===== config.mk =====
export PLATFORM = sky130hd
export DESIGN_NAME = swizzle_packer
export DESIGN_NICKNAME = d
export VERILOG_FILES = /design/src/rtl/swizzle_packer.sv
export SDC_FILE = /design/constraint.sdc
export NUM_CORES = 1
export LEC_CHECK = 0
export CAP_MARGIN = 15
export CELL_PAD_IN_SITES_DETAIL_PLACEMENT = 0
export CELL_PAD_IN_SITES_GLOBAL_PLACEMENT = 1
export CORE_MARGIN = 3
export CORE_UTILIZATION = 44
export CTS_BUF_LIST = sky130_fd_sc_hd__clkbuf_8
export CTS_CLUSTER_DIAMETER = 200
export DETAILED_ROUTE_END_ITERATION = 6
export HOLD_SLACK_MARGIN = 0.02
export PLACE_DENSITY_LB_ADDON = 0.1
export SYNTH_ARGS = -nofsm -noshare
export SYNTH_HDL_FRONTEND = slang
export SYNTH_SLANG_ARGS = --single-unit

===== constraint.sdc =====
create_clock -name clk -period 5.5 [get_ports clk]
set_clock_uncertainty 0.05 [all_clocks]
set_input_delay 0.825 -clock clk [delete_from_list [all_inputs] [get_ports clk]]
set_output_delay 0.825 -clock clk [all_outputs]
set_load 0.005 [all_outputs]

===== src/rtl/swizzle_packer.sv =====
// ============================================================================
// Module   : swizzle_packer
// Purpose  : Packs narrow beats into wide words by concatenation or
//            replication, with early flush and pad fill.
// Revision : 1.0 - initial release
// ============================================================================
`timescale 1ns/1ps
`default_nettype none

module swizzle_packer #(
   parameter  int unsigned IN_W    = 3,
   parameter  int unsigned BEATS   = 3,
   parameter  logic        PAD_BIT = 1'b0,
   localparam int unsigned OUT_W   = IN_W * BEATS,
   localparam int unsigned CNT_W   = $clog2(BEATS + 1)
) (
   input  logic             clk,
   input  logic             reset_n,
   input  logic             mode,
   input  logic             in_valid,
   output logic             in_ready,
   input  logic [IN_W-1:0]  in_data,
   input  logic             in_last,
   output logic             out_valid,
   input  logic             out_ready,
   output logic [OUT_W-1:0] out_data,
   output logic [CNT_W-1:0] out_count
);

   typedef enum logic [0:0] {
      ST_FILL = 1'b0,
      ST_HOLD = 1'b1
   } state_t;

   localparam logic [CNT_W-1:0] C_LAST  = CNT_W'(BEATS - 1);
   localparam logic [CNT_W-1:0] C_FULL  = CNT_W'(BEATS);
   localparam logic [CNT_W-1:0] C_ONE   = CNT_W'(1);

   state_t             r_state;
   logic [CNT_W-1:0]   r_cnt;
   logic [OUT_W-1:0]   r_acc;
   logic [OUT_W-1:0]   r_out_data;
   logic [CNT_W-1:0]   r_out_count;

   logic               w_accept;
   logic               w_repl;
   logic               w_close;
   logic [OUT_W-1:0]   w_merged;

   assign in_ready  = (r_state == ST_FILL) | out_ready;
   assign w_accept  = in_valid & in_ready;
   // Mode only matters on the first beat; later beats always concatenate.
   assign w_repl    = (r_cnt == '0) & mode;
   assign w_close   = (r_cnt == C_LAST) | in_last;

   // Slots below cnt keep accumulated data, slot cnt takes the new beat and
   // everything above is padded, so no bits of an earlier word survive.
   generate
      for (genvar k = 0; k < BEATS; k++) begin : g_slot
         localparam logic [CNT_W-1:0] C_K = CNT_W'(k);
         assign w_merged[OUT_W-1-k*IN_W -: IN_W] =
            (C_K < r_cnt)  ? r_acc[OUT_W-1-k*IN_W -: IN_W] :
            (C_K == r_cnt) ? in_data :
                             {IN_W{PAD_BIT}};
      end
   endgenerate

   always_ff @(posedge clk or negedge reset_n) begin
      if (!reset_n) begin
         r_state     <= ST_FILL;
         r_cnt       <= '0;
         r_acc       <= '0;
         r_out_data  <= '0;
         r_out_count <= '0;
      end else if (w_accept) begin
         if (w_repl) begin
            r_out_data  <= {BEATS{in_data}};
            r_out_count <= C_FULL;
            r_cnt       <= '0;
            r_state     <= ST_HOLD;
         end else if (w_close) begin
            r_out_data  <= w_merged;
            r_out_count <= r_cnt + C_ONE;
            r_cnt       <= '0;
            r_state     <= ST_HOLD;
         end else begin
            r_acc       <= w_merged;
            r_cnt       <= r_cnt + C_ONE;
            r_state     <= ST_FILL;
         end
      end else if ((r_state == ST_HOLD) && out_ready) begin
         r_state <= ST_FILL;
      end
   end

   assign out_valid = (r_state == ST_HOLD);
   assign out_data  = r_out_data;
   assign out_count = r_out_count;

endmodule

`default_nettype wire


==> flow_summary_export.csv, run 1 <==
group,metric,value,unit
run_status,status,"complete, no violations",
floorplanning,design.core.area,2320,um^2
detailed_routing,wl_per_cell,16.0,um
synth,synth_edf_count,0,
placed_design,dp.final_hpwl,1750,um
clock_tree,clk_latency,0.26,ns
synth,synth-async-reset-ratio,100,%
cells_and_area,syn_to_final_growth,21.7,%
synth,synth_seq_cells,23,
min_path,min_from,"r_acc[0]$_DFFE_PN0P_",
timing,post-route-period-util,58.3,%
placed_design,place_area,1330,um^2
critical_path,arrival,2.33,ns
timing,tns,0,ns
floorplanning,dieArea,3220,um^2
floorplanning,start_util,48.8,%
cells_and_area,n_antenna_cell,0,
cells_and_area,final_cell_mix,"dfrtp_1, clkdlybuf4s50_1, a31oi_1",
clock_tree,cts_tree,"built",
clock_tree,postCtsHoldBufs,0,
clock_tree,cts_buffer_depth,2,
synth,synth_cell_type_count,22,
detailed_routing,via_per_inst,5.87,
critical_path,reg2reg_slack,3.31,ns
synth,synthAdderAreaFrac,4.42,%
power,p_per_area,424,nW/um^2
global_routing,grt_first_pass_wirelength,4040,um
timing,rsz0062_at_grt,"false",
detailed_routing,antenna_left,0,
min_path,holdPathEnd,"r_acc[0]$_DFFE_PN0P_",
floorplanning,rows,17,
timing,hold_ws,0.449,ns
cells_and_area,nets,135,
timing,fin_crit,3.20,ns
timing,setup_violations,0,
cells_and_area,layout.cell_area.non_filler,1380,um^2
synth,yosysSeqAreaShare,50.8,%
clock_tree,postCtsSetupRepairBufs,0,
cells_and_area,drive_gt1_share,10.7,%
detailed_routing,wirelength,2390,um
cells_and_area,final_util,59.4,%
power,p_leak,0.587,nW
synth,netlist_instances,102,
global_routing,grtUsageTotal,16.0,%
synth,yosys_most_used_dff,"dfrtp_1",
job,maxCapViolCount,0,
synth,syn_area,1130,um^2
clock_tree,htree_levels,1,
critical_path,crit_required,4.62,ns
timing,slew_headroom,33.2,%
synth,syn-num-nets,115,
synth,yosys_warnings,0,
synth,synth_compound_gate_area_share,17.1,%
placed_design,place_inst,145,
critical_path,cp_max_fo,16,
timing,slew_viol_final,0,
placed_design,globalplace.congestion,0.758,
critical_path,crit_type,"in -> out",
synth,synthMuxAreaShare,12.3,%
synth,synth-xor-area-share,0,%
critical_path,startpoint_type,"input pin",
detailed_routing,first_pass_iters,4,
detailed_routing,dr.first_iter.drc_count,38,
cells_and_area,n_fill_cell,213,
detailed_routing,vias,874,
clock_tree,root_buffer,"clkbuf_8",
synth,synth_top_family_by_area,"compound AO/OA/AOI/OAI gates",
placed_design,io_buffers,21,
clock_tree,cts_resized,0,
critical_path,r2r-start,"r_cnt[1]$_DFFE_PN0P_",
cells_and_area,stdcell_count,149,
power,max-vdd-ir-drop,0.000246,V
floorplanning,io_pins,22,
detailed_routing,drc,0,
timing,timing.fmax,312,MHz
clock_tree,cts_num_sinks,23,
critical_path,timing.rr.end,"out_data[6]$_DFFE_PN0P_",
global_routing,grt_pass1_vias,870,
clock_tree,cts_made_buffers,3,
global_routing,grt_overflow,0,
timing,hold_viol_final,0,
floorplanning,fp.dieW,56.7,um
min_path,min_path_type,"reg -> reg",
synth,post_synth.cell_area_avg,11.1,um^2
clock_tree,path_clk_slew,0.08,ns
critical_path,ff2ff_path_depth,5,
min_path,holdPathStages,1,
floorplanning,die_y,56.7,um
synth,synthSimpleGateAreaFrac,9.39,%
timing,worst_pin_slew,0.999,ns
global_routing,antenna_found_initial,0,
global_routing,grt_max_degree,24,
critical_path,cp-end-kind,"output pin",
cells_and_area,final_common_cell,"dfrtp_1",
==> synthesized netlist by cell type, drive strengths merged, types with 3 or more instances <==
| cell type | instances | area share, % |
|---|---|---|
| clkbuf | 3 | 0.99 |
| inv | 6 | 2.0 |
| o21a | 3 | 2.0 |
| nand3 | 7 | 3.1 |
| nand2 | 6 | 2.0 |
| mux2i | 3 | 2.7 |
| o21ai | 6 | 2.7 |
| mux2 | 9 | 9.6 |
| ha | 4 | 4.4 |
| dfrtp | 23 | 51 |
| buf | 3 | 3.0 |
| a31oi | 16 | 8.8 |
==> power breakdown <==
part | switching [mW] | total [mW] | internal (mW)
Clock | 0.0519 | 0.102 | 0.0498
Combinational | 0.0919 | 0.222 | 0.130
Sequential | 0.0334 | 0.259 | 0.226
Total | 0.177 | 0.583 | 0.406
==> stage by stage <==
stage | total power [mW] | worst slack, ns
final | 0.583 | 2.30
after detailed placement | 0.486 | 2.29
after floorplan | 0.386 | 3.23
after CTS | 0.589 | 2.29
after global routing | 0.622 | 2.20
after global placement | 0.477 | 2.31
==> area by class of cell <==
type                    instances  area [um^2]  share of cell area [%]
inverters                       6         22.5                    1.63
repair buffers                 21          210                    15.3
well taps                      28         35.0                    2.54
clock buffers                   3         41.3                    3.00
multi-input cells              67          489                    35.5
clock inverters                 1         3.75                   0.272
flip-flops and latches         23          576                    41.8
==> sequential cells by signal (all words and copies together) (netlist names) <==
name	flops
out_count	2
out_data	9
out_valid	1
r_acc	9
r_cnt	2
==> cell families after synthesis <==
kind of cell | after synthesis
buf+inv | 12
flops | 23
simple gates | 20
mux | 12
fa+ha+maj | 4
compound gates | 31
==> per-layer routing <==
metal / GRT usage, % / wire length (um)
met1: 22.2 / 1090
met2: 24.6 / 1110
met3: 2.30 / 135
met4: 6.95 / 47
met5: 0 / 0
==> critical path, cell delays in order <==
cell and delay [ns]:
clkdlybuf4s50_1 0.45, nand2b_1 0.45, clkdlybuf4s50_1 0.61
==> worst max-delay path by stage <==
stage,start,end,cells past startpoint
3_3_place_gp,out_ready,in_ready,3
6_report,out_ready,in_ready,3
5_1_grt,out_ready,in_ready,3
4_1_cts,out_ready,in_ready,3
2_1_floorplan,out_ready,in_ready,3
3_5_place_dp,out_ready,in_ready,3
No activity file was read; power rests on OpenSTA's default activity.
==> run 2, diff against run 1 <==
CORE_UTILIZATION = 41   (was 44)
clock period = 3.1 ns   (was 5.5 ns; I/O delays follow)
==> run 2 against run 1 <==
Against the previous run: first-iteration DRC count fell by 29%; combinational power rose by 76%; power rose by 77%; count of clock-buffer cells in the layout did not move; wire length fell by 3.3%; final area rose by 0.82%.
==> flow_summary_export.csv, run 2 (synthesized netlist as in run 1, its figures left out) <==
group,metric,value,unit
cells_and_area,drive_gt1_share,12.3,%
power,pwr-share-comb,37.8,%
detailed_routing,drc,0,
clock_tree,clk_latency,0.26,ns
power,p_seq_share,44.2,%
min_path,holdPathEnd,"r_acc[1]$_DFFE_PN0P_",
detailed_routing,wl_per_cell,15.2,um
power,p_leak,0.590,nW
critical_path,cpMostUsedCell,"clkdlybuf4s50_1",
clock_tree,cts_num_sinks,23,
cells_and_area,n_antenna_cell,0,
run_status,status,"complete, no violations",
critical_path,critical_path.slowest_cell,"clkdlybuf4s50_1",
power,p_switching,0.309,mW
global_routing,grt_max_degree,24,
timing,slew_headroom,31.6,%
critical_path,reg2reg_slack,0.96,ns
global_routing,grt_pass1_vias,826,
clock_tree,cts_tree,"built",
clock_tree,postCtsHoldBufs,0,
timing,fin_crit,2.25,ns
cells_and_area,syn_to_final_growth,22.7,%
floorplanning,die_y,58.6,um
critical_path,crit_required,2.58,ns
clock_tree,cts_buffer_depth,2,
global_routing,grt_first_pass_wirelength,4000,um
cells_and_area,nets,136,
critical_path,r2r-start,"r_cnt[1]$_DFFE_PN0P_",
critical_path,crit_type,"in -> out",
placed_design,pre_cts_slack,0.854,ns
global_routing,grt_overflow,0,
min_path,holdPathStages,1,
timing,post-route-period-util,72.7,%
critical_path,cp_max_fo,16,
clock_tree,cts_made_buffers,3,
floorplanning,dieArea,3430,um^2
floorplanning,design.core.area,2540,um^2
clock_tree,postCtsSetupRepairBufs,0,
timing,layout_setup_ws,0.846,ns
floorplanning,fp.dieW,58.6,um
detailed_routing,vias,851,
critical_path,startpoint_type,"input pin",
floorplanning,io_pins,22,
timing,tns,0,ns
job,maxCapViolCount,0,
global_routing,antenna_found_initial,0,
critical_path,path_cells,"clkdlybuf4s50_1 -> nand2b_1 -> buf_4 -> clkdlybuf4s50_1",
critical_path,cp-end-kind,"output pin",
timing,rsz0062_at_grt,"false",
critical_path,arrival,1.74,ns
min_path,min_from,"r_acc[1]$_DFFE_PN0P_",
power,max-vdd-ir-drop,0.000420,V
critical_path,timing.rr.end,"out_data[6]$_DFFE_PN0P_",
global_routing,grtUsageTotal,15.4,%
timing,setup_violations,0,
detailed_routing,antenna_left,0,
clock_tree,cts_resized,0,
placed_design,globalplace.congestion,0.740,
timing,slew_viol_final,0,
clock_tree,htree_levels,1,
placed_design,dp.final_hpwl,1700,um
critical_path,slowest_delay,0.53,ns
clock_tree,path_clk_slew,0.08,ns
placed_design,io_buffers,21,
timing,timing.fmax,444,MHz
clock_tree,root_buffer,"clkbuf_8",
timing,hold_viol_final,0,
timing,worst_pin_slew,1.02,ns
floorplanning,rows,18,
power,intPower,0.723,mW
power,total_power,1.03,mW
detailed_routing,wirelength,2310,um
power,swShare,29.9,%
cells_and_area,final_cell_mix,"dfrtp_1, clkdlybuf4s50_1, a31oi_1",
detailed_routing,dr.first_iter.drc_count,27,
power,clockPowerShare,18.0,%
detailed_routing,via_per_inst,5.60,
cells_and_area,final_common_cell,"dfrtp_1",
floorplanning,start_util,44.5,%
power,p_per_area,743,nW/um^2
min_path,min_path_type,"reg -> reg",
detailed_routing,first_pass_iters,4,
critical_path,ff2ff_path_depth,5,
[run 2: cell count changes in the layout (fill, tap and decap cells not counted)]
cell / previous run / this run
buf_4: 0 / 1
clkinv_2: 0 / 1
inv_1: 7 / 6
[run 2: worst max-delay path by stage]
| stage | start | endpoint | slack, ns | cells after the start |
|---|---|---|---|---|
| global route | r_cnt[1]$_DFFE_PN0P_ | out_data[6]$_DFFE_PN0P_ | 0.78 | 5 |
| detailed placement | out_ready | in_ready | 0.85 | 4 |
| global placement | out_ready | in_ready | 0.86 | 4 |
| floorplan | r_cnt[1]$_DFFE_PN0P_ | out_data[7]$_DFFE_PN0P_ | 1.13 | 8 |
| finish | out_ready | in_ready | 0.85 | 4 |
| CTS | out_ready | in_ready | 0.85 | 4 |
[run 2: layer usage]
layer / up-vias / global-route usage (%) / wire (um)
met1: 413 / 22.5 / 1170
met4: 0 / 2.98 / 19
met2: 23 / 22.8 / 1010
met5: - / 0 / 0
met3: 2 / 4.61 / 112
li1: 413 / - / -
[run 2: power groups by stage]
| stage | Clock, mW | Sequential [mW] | Combinational (mW) |
|---|---|---|---|
| 2_1_floorplan | 0 | 0.461 | 0.224 |
| 3_3_place_gp | 0 | 0.460 | 0.390 |
| 3_5_place_dp | 0 | 0.465 | 0.394 |
| 4_1_cts | 0.190 | 0.458 | 0.395 |
| 5_1_grt | 0.202 | 0.474 | 0.434 |
| 6_report | 0.185 | 0.456 | 0.390 |
[run 2: worst max-delay path: cells and delay by family]
kind | cells | cell delay, ns
buf+inv | 3 | 1.18
simple gates | 1 | 0.10
[run 2: area by class of cell]
type	count	area, um^2
timing repair buffer	22	218
fill	224	1160
inverter	6	22.5
clock inverter	1	5.00
tap	30	37.5
sequential	23	576
multi-input combinational	67	489
clock buffer	3	41.3
[run 2: per-stage QoR]
step                utilization, %  cell area [um^2]  hold slack, ns  std cells
detailed placement            52.8              1340           0.434        148
global placement              52.8              1340           0.421        148
finish                        54.6              1390           0.449        152
CTS                           54.6              1390           0.453        152
floorplan                        -              1130           0.119        102
global route                  54.6              1390           0.464        152
==> run 3, diff against run 2 <==
CORE_UTILIZATION = 37   (was 41)
clock period = 1.8 ns   (was 3.1 ns; I/O delays follow)
==> run 3 against run 2 <==
Against the previous run: hold slack got worse by 0.14 ns; via count rose by 4.5%; critical endpoint unchanged; wire length rose by 12%; die area rose by 9.7%; non-clock buffer count rose by 14; final area rose by 9.0%; sequential share of layout area fell by 3.4 points; largest power group unchanged; utilization fell by 1.1 points; clock power rose by 68%; power rose by 82%; critical path depth fell by 1; setup slack got worse by 0.77 ns; highest routed layer unchanged.
==> flow_summary_export.csv, run 3 (synthesized netlist as in run 1, its figures left out) <==
group,metric,value,unit
placed_design,io_buffers,21,
timing,slew_headroom,80.3,%
critical_path,cp_max_fo,6,
clock_tree,cts_num_sinks,23,
detailed_routing,vias,889,
clock_tree,cts_made_buffers,3,
floorplanning,die_y,61.3,um
floorplanning,start_util,40.0,%
floorplanning,dieArea,3760,um^2
job,maxCapViolCount,0,
clock_tree,path_clk_slew,0.08,ns
global_routing,grt_overflow,0,
detailed_routing,first_pass_iters,4,
run_status,status,"complete, no violations",
placed_design,globalplace.congestion,0.826,
timing,layout_setup_ws,0.0770,ns
power,max-vdd-ir-drop,0.000540,V
cells_and_area,syn_to_final_growth,33.7,%
detailed_routing,wl_per_cell,15.4,um
timing,setup_violations,0,
timing,post-route-period-util,95.7,%
timing,timing.fmax,580,MHz
global_routing,grt_max_degree,24,
detailed_routing,dr.first_iter.drc_count,37,
power,total_power,1.88,mW
detailed_routing,antenna_left,0,
min_path,min_path_type,"in -> async",
global_routing,antenna_found_initial,0,
timing,hold_viol_final,0,
cells_and_area,final_cell_mix,"dfrtp_1, clkdlybuf4s50_1, a31oi_1",
critical_path,cp-end-kind,"output pin",
timing,tns,0,ns
cells_and_area,n_fill_cell,275,
floorplanning,fp.dieW,61.3,um
floorplanning,design.core.area,2830,um^2
floorplanning,rows,19,
clock_tree,root_buffer,"clkbuf_8",
clock_tree,cts_buffer_depth,2,
placed_design,dp.final_hpwl,2030,um
global_routing,grt_first_pass_wirelength,4110,um
critical_path,crit_required,1.48,ns
power,p_leak,0.661,nW
detailed_routing,wirelength,2580,um
cells_and_area,final_common_cell,"dfrtp_1",
timing,fin_crit,1.72,ns
global_routing,grt_pass1_vias,894,
cells_and_area,nets,150,
critical_path,crit_type,"in -> out",
detailed_routing,drc,0,
placed_design,pre_cts_slack,-0.0164,ns
detailed_routing,via_per_inst,5.32,
cells_and_area,drive_gt1_share,23.5,%
timing,worst_pin_slew,0.295,ns
timing,slew_viol_final,0,
clock_tree,clk_latency,0.26,ns
clock_tree,cts_tree,"built",
critical_path,arrival,1.40,ns
clock_tree,htree_levels,1,
floorplanning,io_pins,22,
timing,hold_ws,0.312,ns
power,p_per_area,1240,nW/um^2
global_routing,grtUsageTotal,15.3,%
timing,rsz0062_at_grt,"false",
critical_path,startpoint_type,"input pin",
cells_and_area,n_antenna_cell,0,
[run 3: cell count changes in the layout (fill, tap and decap cells not counted)]
cell | previous run | this run
nand2b_2 | 0 | 1
clkinv_2 | 1 | 0
nand2b_1 | 1 | 0
ha_4 | 0 | 1
a211oi_1 | 1 | 0
buf_4 | 1 | 15
ha_1 | 4 | 3
a211oi_2 | 0 | 1
inv_2 | 0 | 1
[run 3: what timing repair did]
| item | 4_1_cts | 5_1_grt |
|---|---|---|
| hold buffers | 0 | 0 |
| setup buffers | 0 | 0 |
| endpoints found under the setup margin | 1 | 3 |
| gates resized for setup | 1 | 1 |
| pin swaps | 0 | 0 |
[run 3: critical path, stage by stage]
cell,delay [ns]
clkdlybuf4s50_1,0.45
nand2b_2,0.17
clkdlybuf4s50_1,0.52
[run 3: layout make-up]
class	instances	area, um^2	share of cell area [%]
sequential	23	576	38.0
multi-input combinational	67	509	33.6
timing repair buffer	36	323	21.3
clock buffer	3	41.3	2.73
tap	31	38.8	2.56
inverter	6	22.5	1.49
clock inverter	1	3.75	0.248
[run 3: path summary, 6_finish.rpt]
| kind | from | to | slack [ns] | cells past startpoint |
|---|---|---|---|---|
| worst max-delay path | out_ready | in_ready | 0.08 | 3 |
| worst min-delay path | reset_n | out_data[0]$_DFFE_PN0P_ | 0.31 | 2 |
| worst max register to register | r_cnt[0]$_DFFE_PN0P_ | out_data[6]$_DFFE_PN0P_ | 0.12 | 5 |
| worst min register to register | r_acc[2]$_DFFE_PN0P_ | r_acc[2]$_DFFE_PN0P_ | 0.44 | 1 |
| max in group asynchronous | reset_n | r_acc[6]$_DFFE_PN0P_ | 1.16 | 2 |
| min in group clk | r_acc[2]$_DFFE_PN0P_ | r_acc[2]$_DFFE_PN0P_ | 0.44 | 1 |
[run 3: stage by stage]
| stage | instances | utilization [%] | area (um^2) |
|---|---|---|---|
| global route | 167 | 53.5 | 1510 |
| finish | 167 | 53.5 | 1510 |
| detailed placement | 163 | 51.7 | 1460 |
| floorplan | 102 | - | 1140 |
| global placement | 163 | 51.7 | 1460 |
| CTS | 167 | 53.3 | 1510 |
[run 3: where the power goes]
part	internal, mW	switching, mW
registers	0.691	0.0975
logic	0.465	0.316
clock network	0.152	0.159
[run 3: metal layers]
layer / GRT usage (%) / up-vias / part of all wire [%]
li1: - / 440 / -
met1: 21.9 / 433 / 51
met2: 22.7 / 14 / 46
met3: 2.52 / 2 / 2.8
met4: 6.50 / 0 / 0.66
met5: 0 / - / 0
